`src/rtl/multi_mode_game_counter_pkg.sv`:
```
// Shared types for the multi-mode game counter.
//   ctl_e : step selection carried on the control bus
//   who_e : which tally ended the game; also the game-state encoding
package game_counter_pkg;

    typedef enum logic [1:0] {
        CTL_INC1 = 2'b00,
        CTL_INC2 = 2'b01,
        CTL_DEC1 = 2'b10,
        CTL_DEC2 = 2'b11
    } ctl_e;

    typedef enum logic [1:0] {
        WHO_NONE   = 2'b00,
        WHO_LOSER  = 2'b01,
        WHO_WINNER = 2'b10
    } who_e;

endpackage

```
`src/rtl/multi_mode_game_counter_if.sv`:
```
// Bus between a game controller (master) and the counter (slave).
//   master drives : init, load, en, control
//   slave drives  : count, winner, loser, count_winner, count_loser, gameover, who
interface multi_mode_game_counter_if #(
    parameter int WIDTH   = 4,
    parameter int TALLY_W = 4
);
    logic               init;
    logic [WIDTH-1:0]   load;
    logic               en;
    logic [1:0]         control;
    logic [WIDTH-1:0]   count;
    logic               winner;
    logic               loser;
    logic [TALLY_W-1:0] count_winner;
    logic [TALLY_W-1:0] count_loser;
    logic               gameover;
    logic [1:0]         who;

    modport master (
        output init, load, en, control,
        input  count, winner, loser, count_winner, count_loser, gameover, who
    );

    modport slave (
        input  init, load, en, control,
        output count, winner, loser, count_winner, count_loser, gameover, who
    );
endinterface

```
`src/rtl/multi_mode_game_counter_tally.sv`:
```
// Saturating event tally for one side of the game.
//   clk, rst  : clock, synchronous active-high reset
//   clr       : clear tally (new game)
//   inc       : one event this cycle
//   tally     : events counted, saturates at WIN_LIMIT
//   hit_limit : this cycle's increment brings the tally to WIN_LIMIT
module game_tally #(
    parameter int TALLY_W   = 4,
    parameter int WIN_LIMIT = 15
) (
    input  logic               clk,
    input  logic               rst,
    input  logic               clr,
    input  logic               inc,
    output logic [TALLY_W-1:0] tally,
    output logic               hit_limit
);
    localparam logic [TALLY_W-1:0] LIMIT      = TALLY_W'(WIN_LIMIT);
    localparam logic [TALLY_W-1:0] LIMIT_LESS = TALLY_W'(WIN_LIMIT - 1);

    always_ff @(posedge clk) begin
        if (rst) begin
            tally <= '0;
        end else if (clr) begin
            tally <= '0;
        end else if (inc && (tally != LIMIT)) begin
            tally <= tally + 1'b1;
        end
    end

    // Lets the game-state register set on the same edge the tally lands on the limit.
    assign hit_limit = inc && !clr && (tally == LIMIT_LESS);

endmodule

```
`src/rtl/multi_mode_game_counter.sv`:
```
// Multi-mode game counter: WIDTH-bit up/down counter stepping +1/+STEP_BIG/-1/-STEP_BIG,
// with WINNER (hit all-ones) / LOSER (hit zero) pulses, saturating tallies and game-over.
//   clk, rst : clock, synchronous active-high reset
//   bus      : slave side of multi_mode_game_counter_if (init/load/en/control in,
//              count/winner/loser/count_winner/count_loser/gameover/who out)
//
// Game state (encoded as who_e so WHO comes straight off the register):
//   state      | meaning
//   WHO_NONE   | game in play, counter steps on en
//   WHO_WINNER | winner tally reached the limit, counter frozen
//   WHO_LOSER  | loser tally reached the limit, counter frozen
module multi_mode_game_counter
    import game_counter_pkg::*;
#(
    parameter int WIDTH     = 4,
    parameter int STEP_BIG  = 2,
    parameter int TALLY_W   = 4,
    parameter int WIN_LIMIT = 15,
    parameter bit WRAP      = 1'b1
) (
    input logic                     clk,
    input logic                     rst,
    multi_mode_game_counter_if.slave bus
);
    localparam logic [WIDTH-1:0] MAX    = '1;
    localparam logic [WIDTH:0]   ONE_W  = (WIDTH+1)'(1);
    localparam logic [WIDTH:0]   STEP_W = (WIDTH+1)'(STEP_BIG);

    logic [WIDTH-1:0] count_q;
    logic             winner_q;
    logic             loser_q;
    logic [WIDTH:0]   sum;
    logic [WIDTH-1:0] next_count;
    logic             step_go;
    logic             win_ev;
    logic             los_ev;
    logic             win_hit;
    logic             los_hit;
    who_e             state;
    who_e             state_next;

    // Extra bit catches carry on increments and borrow on decrements alike.
    always_comb begin
        sum = {1'b0, count_q};
        case (ctl_e'(bus.control))
            CTL_INC1: sum = {1'b0, count_q} + ONE_W;
            CTL_INC2: sum = {1'b0, count_q} + STEP_W;
            CTL_DEC1: sum = {1'b0, count_q} - ONE_W;
            CTL_DEC2: sum = {1'b0, count_q} - STEP_W;
            default:  sum = {1'b0, count_q};
        endcase
        if (WRAP || !sum[WIDTH]) begin
            next_count = sum[WIDTH-1:0];
        end else if (bus.control[1]) begin
            next_count = '0;
        end else begin
            next_count = MAX;
        end
    end

    assign step_go = !bus.init && (state == WHO_NONE) && bus.en;
    // A clamped step that stays on MAX/0 is not an event.
    assign win_ev  = step_go && (next_count == MAX) && (next_count != count_q);
    assign los_ev  = step_go && (next_count == '0)  && (next_count != count_q);

    always_ff @(posedge clk) begin
        if (rst) begin
            count_q  <= '0;
            winner_q <= 1'b0;
            loser_q  <= 1'b0;
        end else if (bus.init) begin
            count_q  <= bus.load;
            winner_q <= 1'b0;
            loser_q  <= 1'b0;
        end else begin
            if (step_go) begin
                count_q <= next_count;
            end
            winner_q <= win_ev;
            loser_q  <= los_ev;
        end
    end

    game_tally #(
        .TALLY_W   (TALLY_W),
        .WIN_LIMIT (WIN_LIMIT)
    ) u_tally_winner (
        .clk       (clk),
        .rst       (rst),
        .clr       (bus.init),
        .inc       (win_ev),
        .tally     (bus.count_winner),
        .hit_limit (win_hit)
    );

    game_tally #(
        .TALLY_W   (TALLY_W),
        .WIN_LIMIT (WIN_LIMIT)
    ) u_tally_loser (
        .clk       (clk),
        .rst       (rst),
        .clr       (bus.init),
        .inc       (los_ev),
        .tally     (bus.count_loser),
        .hit_limit (los_hit)
    );

    always_ff @(posedge clk) begin
        if (rst) begin
            state <= WHO_NONE;
        end else begin
            state <= state_next;
        end
    end

    always_comb begin
        state_next = state;
        if (bus.init) begin
            state_next = WHO_NONE;
        end else if (state == WHO_NONE) begin
            if (win_hit) begin
                state_next = WHO_WINNER;
            end else if (los_hit) begin
                state_next = WHO_LOSER;
            end
        end
    end

    always_comb begin
        bus.gameover = (state != WHO_NONE);
        bus.who      = state;
    end

    assign bus.count  = count_q;
    assign bus.winner = winner_q;
    assign bus.loser  = loser_q;

endmodule

```
`src/flat_wrapper.sv`:
```
// flat-port wrapper written by rule: the top's interface ports become plain ports
module multi_mode_game_counter_flat import game_counter_pkg::*;
#(
    parameter int WIDTH     = 4,
    parameter int STEP_BIG  = 2,
    parameter int TALLY_W   = 4,
    parameter int WIN_LIMIT = 15,
    parameter bit WRAP      = 1'b1
)
  (clk, rst, bus_init, bus_load, bus_en, bus_control, bus_count, bus_winner, bus_loser, bus_count_winner, bus_count_loser, bus_gameover, bus_who);
  multi_mode_game_counter_if #(.WIDTH(WIDTH), .TALLY_W(TALLY_W)) bus_i ();
  input logic clk;
  input logic rst;
  input wire logic [$bits(bus_i.init)-1:0] bus_init;
  input wire logic [$bits(bus_i.load)-1:0] bus_load;
  input wire logic [$bits(bus_i.en)-1:0] bus_en;
  input wire logic [$bits(bus_i.control)-1:0] bus_control;
  output wire logic [$bits(bus_i.count)-1:0] bus_count;
  output wire logic [$bits(bus_i.winner)-1:0] bus_winner;
  output wire logic [$bits(bus_i.loser)-1:0] bus_loser;
  output wire logic [$bits(bus_i.count_winner)-1:0] bus_count_winner;
  output wire logic [$bits(bus_i.count_loser)-1:0] bus_count_loser;
  output wire logic [$bits(bus_i.gameover)-1:0] bus_gameover;
  output wire logic [$bits(bus_i.who)-1:0] bus_who;
  assign bus_i.init = bus_init;
  assign bus_i.load = bus_load;
  assign bus_i.en = bus_en;
  assign bus_i.control = bus_control;
  assign bus_count = bus_i.count;
  assign bus_winner = bus_i.winner;
  assign bus_loser = bus_i.loser;
  assign bus_count_winner = bus_i.count_winner;
  assign bus_count_loser = bus_i.count_loser;
  assign bus_gameover = bus_i.gameover;
  assign bus_who = bus_i.who;
  multi_mode_game_counter #(.WIDTH(WIDTH), .STEP_BIG(STEP_BIG), .TALLY_W(TALLY_W), .WIN_LIMIT(WIN_LIMIT), .WRAP(WRAP)) u_core (.clk(clk), .rst(rst), .bus(bus_i));
endmodule
```
`config.mk`:
```
export PLATFORM = sky130hd
export DESIGN_NAME = multi_mode_game_counter_flat
export DESIGN_NICKNAME = d
export VERILOG_FILES = /design/src/rtl/multi_mode_game_counter_pkg.sv /design/src/rtl/multi_mode_game_counter_if.sv /design/src/rtl/multi_mode_game_counter_tally.sv /design/src/rtl/multi_mode_game_counter.sv /design/src/flat_wrapper.sv
export SDC_FILE = /design/constraint.sdc
export NUM_CORES = 1
export LEC_CHECK = 0
export BUFFER_PORTS_ARGS = -buffer_cell sky130_fd_sc_hd__buf_2
export CAP_MARGIN = 20
export CORE_ASPECT_RATIO = 1.5
export CORE_UTILIZATION = 52
export CTS_CLUSTER_DIAMETER = 200
export DETAILED_ROUTE_END_ITERATION = 12
export GPL_TIMING_DRIVEN = 0
export PLACE_DENSITY = 0.78
export REMOVE_ABC_BUFFERS = 1
export SYNTH_ARGS = -nofsm -noshare
export SYNTH_HDL_FRONTEND = slang
export SYNTH_SLANG_ARGS = --single-unit
```
`constraint.sdc`:
```
create_clock -name clk -period 2.7 [get_ports clk]
set_input_delay 0.54 -clock clk [delete_from_list [all_inputs] [get_ports clk]]
set_output_delay 0.54 -clock clk [all_outputs]
set_load 0.02 [all_outputs]
```
==> reports/qor.tcl <==
set qor(synth_cells) 123
set qor(power.static_leakage_nw) 0.563
set qor(die_w_um) 39.4
set qor(number_of_antenna_violations_at_the_first_check_in_global_routing) 0
set qor(final-hold-violation-count) 0
set qor(dr_total_vias) 1058
set qor(post-route-drc-count) 0
set qor(cpMaxStageDelayCell) {o31ai_4}
set qor(initial_cell_density_of_the_core) 0.573
set qor(grtUsageTotal) 0.256
set qor(top_level_ports) 27
set qor(place.port_buffers) 26
set qor(max_cap_viol_count) 0
set qor(synth-warning-count) 0
set qor(grt_start_max_net_pins) 16
set qor(routed_via_density) 6.22
set qor(most_common_library_cell_in_the_layout_ignoring_fill_and_taps) {buf_2}
set qor(dp_cells) 166
set qor(layout-drive-gt1-share) 0.289
set qor(nNetsFinal) 166
set qor(finalMaxSlewViolations) 0
set qor(finalSetupViolCount) 0
set qor(r2r.worst_path.cells) 8
set qor(cts_post_setup_buffers_inserted) 0
set qor(cts.reportedPaths.clkPinSlew_ns) 0.10
set qor(synth_ff_type) {dfxtp_1}
set qor(worst_slack_after_detailed_placement_ns) -0.415
set qor(cts_tree) {built}
set qor(fin_hold_ws_ns) 0.466
set qor(vdd_drop_max_mv) 0.355
set qor(multiInputGateArea_um2) 751
set qor(synth_async_sr_flop_share) 0
set qor(yosysUniqueCellTypes) 47
set qor(power.density_cell_area_nw_per_um2) 438
set qor(syn-cell-area_um2) 1090
set qor(syn_avg_cell_area_um2) 8.86
set qor(power_frac_comb) 0.255
set qor(p_sw_w) 0.000181
set qor(drt.antenna.violating_nets) 0
set qor(path_class) {input port to register}
set qor(cts_inserted_buffers) 3
set qor(dieArea_um2) 2290
set qor(status) {complete, no violations}
set qor(power_frac_clock) 0.296
set qor(critical_path_peak_fanout) 15
set qor(nFillCells) 176
set qor(first_global_vias) 1013
set qor(placeableCoreArea_um2) 1900
set qor(synth_edf_count) 0
set qor(fin_worst_skew_ns) 0.00680
set qor(synth-seq-cells) 16
set qor(ctsHoldBuffers) 0
set qor(power.switching_fraction) 0.323
set qor(worstPathCellList) {buf_2 -> or2b_1 -> xnor2_1 -> ha_1 -> nor3b_1 -> nor3_1 -> o31ai_4 -> buf_2 -> nor3_1 -> a311oi_1}
set qor(worst_slew_pin_slew_ns) 0.472
set qor(clock_path_buffers) 2
set qor(min-delay-path-class) {input port to register}
set qor(worstSkewPairLatency_ns) 0.30
set qor(fin_cells) 170
set qor(chipHeight_um) 58.1
set qor(slew_headroom) 0.685
set qor(cpPeakStageDelay_ns) 0.38
set qor(share_seq_of_total_power) 0.449
set qor(drt_first_pass_iters) 4
set qor(route.final.wire_length_mm) 2.63
set qor(worstSetupEndpointType) {register}
set qor(num_antenna_cells) 0
set qor(h_tree_depth_reported_by_cts) 1
set qor(critical_path_arrival_ns) 2.68
set qor(detailedRoute.firstIterationViolations) 19
set qor(area.growth.synth_to_final_pct) 17.5
set qor(clock_sinks) 16
set qor(timing.final.crit_share) 0.912
set qor(layout_min_cycle_time_ns) 2.46
set qor(number_of_core_rows) 19
set qor(synth-seq-area-share) 0.294
set qor(p_int_w) 0.000380
set qor(grt_pass1_wl_mm) 4.26
set qor(critical_path_required_ns) 2.92
set qor(seqCellArea_um2) 320
set qor(max_freq_mhz) 406
set qor(hold-path-cell-count) 3
set qor(wl_per_cell_um) 15.5
set qor(grt.overflow.total) 0
set qor(estimated_wirelength_of_the_detail_placed_design_mm) 1.93
set qor(layout_setup_ws_ns) 0.237
set qor(cts-root-buf) {clkbuf_4}
set qor(gp_congestion) 0.751
set qor(timing.critical_path.from_type) {input port}
set qor(unrepaired_setup_endpoints_after_global_routing) {no}
set qor(layout_common_cells) {buf_2, dfxtp_1, nand2_1, nand4_1, nor2_1}
-- sequential cells by signal, summed over array words and instances (netlist names) --
signal,count
u_core.bus.loser,1
u_core.bus.count,4
u_core.u_tally_loser.tally,4
u_core.bus.winner,1
u_core.bus.who,2
u_core.u_tally_winner.tally,4
-- cells in the mapped netlist (all sizes together), types with 4 or more instances --
cell,instances,share of area
a21oi,5,0.023
nand4,7,0.040
ha,5,0.057
nor4,5,0.034
or3,4,0.023
o21ai,4,0.022
mux2i,5,0.046
nor2,6,0.021
dfxtp,16,0.29
nor3,4,0.018
nand2,8,0.028
-- per-stage QoR --
step,utilization,total power (W),area (um^2),setup TNS (ns)
5_1_grt,0.673,0.000583,1280,0
4_1_cts,0.665,0.000556,1260,0
3_3_place_gp,0.641,0.000383,1220,-4.87
2_1_floorplan,-,0.000346,1060,0
3_5_place_dp,0.643,0.000392,1220,-2.89
6_report,0.673,0.000561,1280,0
-- path summary, 6_finish.rpt --
kind                             startpoint                              to  slack [ns]
min reg2reg  u_core.u_tally_winner.tally[3]  u_core.u_tally_winner.tally[3]        0.52
max reg2reg             u_core.bus.count[1]   u_core.u_tally_loser.tally[2]        0.37
min                             bus_load[1]             u_core.bus.count[1]        0.47
max                          bus_control[0]   u_core.u_tally_loser.tally[2]        0.24
-- power by group through the flow --
stage | combinational (W) | clock (W) | sequential, W
2_1_floorplan | 0.0000839 | 0 | 0.000262
3_3_place_gp | 0.000126 | 0 | 0.000257
3_5_place_dp | 0.000135 | 0 | 0.000257
4_1_cts | 0.000137 | 0.000167 | 0.000252
5_1_grt | 0.000156 | 0.000174 | 0.000254
6_report | 0.000143 | 0.000166 | 0.000252
-- final cells by class --
type / instances / share of cell area
sequential: 16 / 0.250
tap: 21 / 0.0205
multi-input combinational: 99 / 0.587
clock buffer: 4 / 0.0283
timing repair buffer: 27 / 0.106
inverter: 3 / 0.00880
-- per-layer routing --
layer	global-route usage	wire length (um)	vias up
met5	0	0	-
met3	0.0345	106	7
li1	-	-	519
met2	0.452	1330	26
met4	0.108	46	0
met1	0.290	1150	506
-- critical path: cells and delay by family --
family                   cells  cell delay (ns)
AND/OR/NAND/NOR              4             0.72
XOR/XNOR                     1             0.12
buffers and inverters        2             0.45
adder cells (fa/ha/maj)      1             0.20
AO/OA/AOI/OAI                2             0.63
-- kinds of logic after synthesis --
kind of cell,count (synthesis),share of synthesized area
compound gates,25,0.158
xor+xnor,3,0.0367
fa+ha+maj,6,0.0758
buf+inv,8,0.0356
flops,16,0.294
mux,5,0.0459
simple gates,60,0.354
-- timing repair --
item | 4_1_cts | 5_1_grt
endpoints found under the hold margin | 0 | 0
setup endpoints to repair | 4 | 3
resized for setup | 1 | 2
No activity file was read; power rests on OpenSTA's default activity.
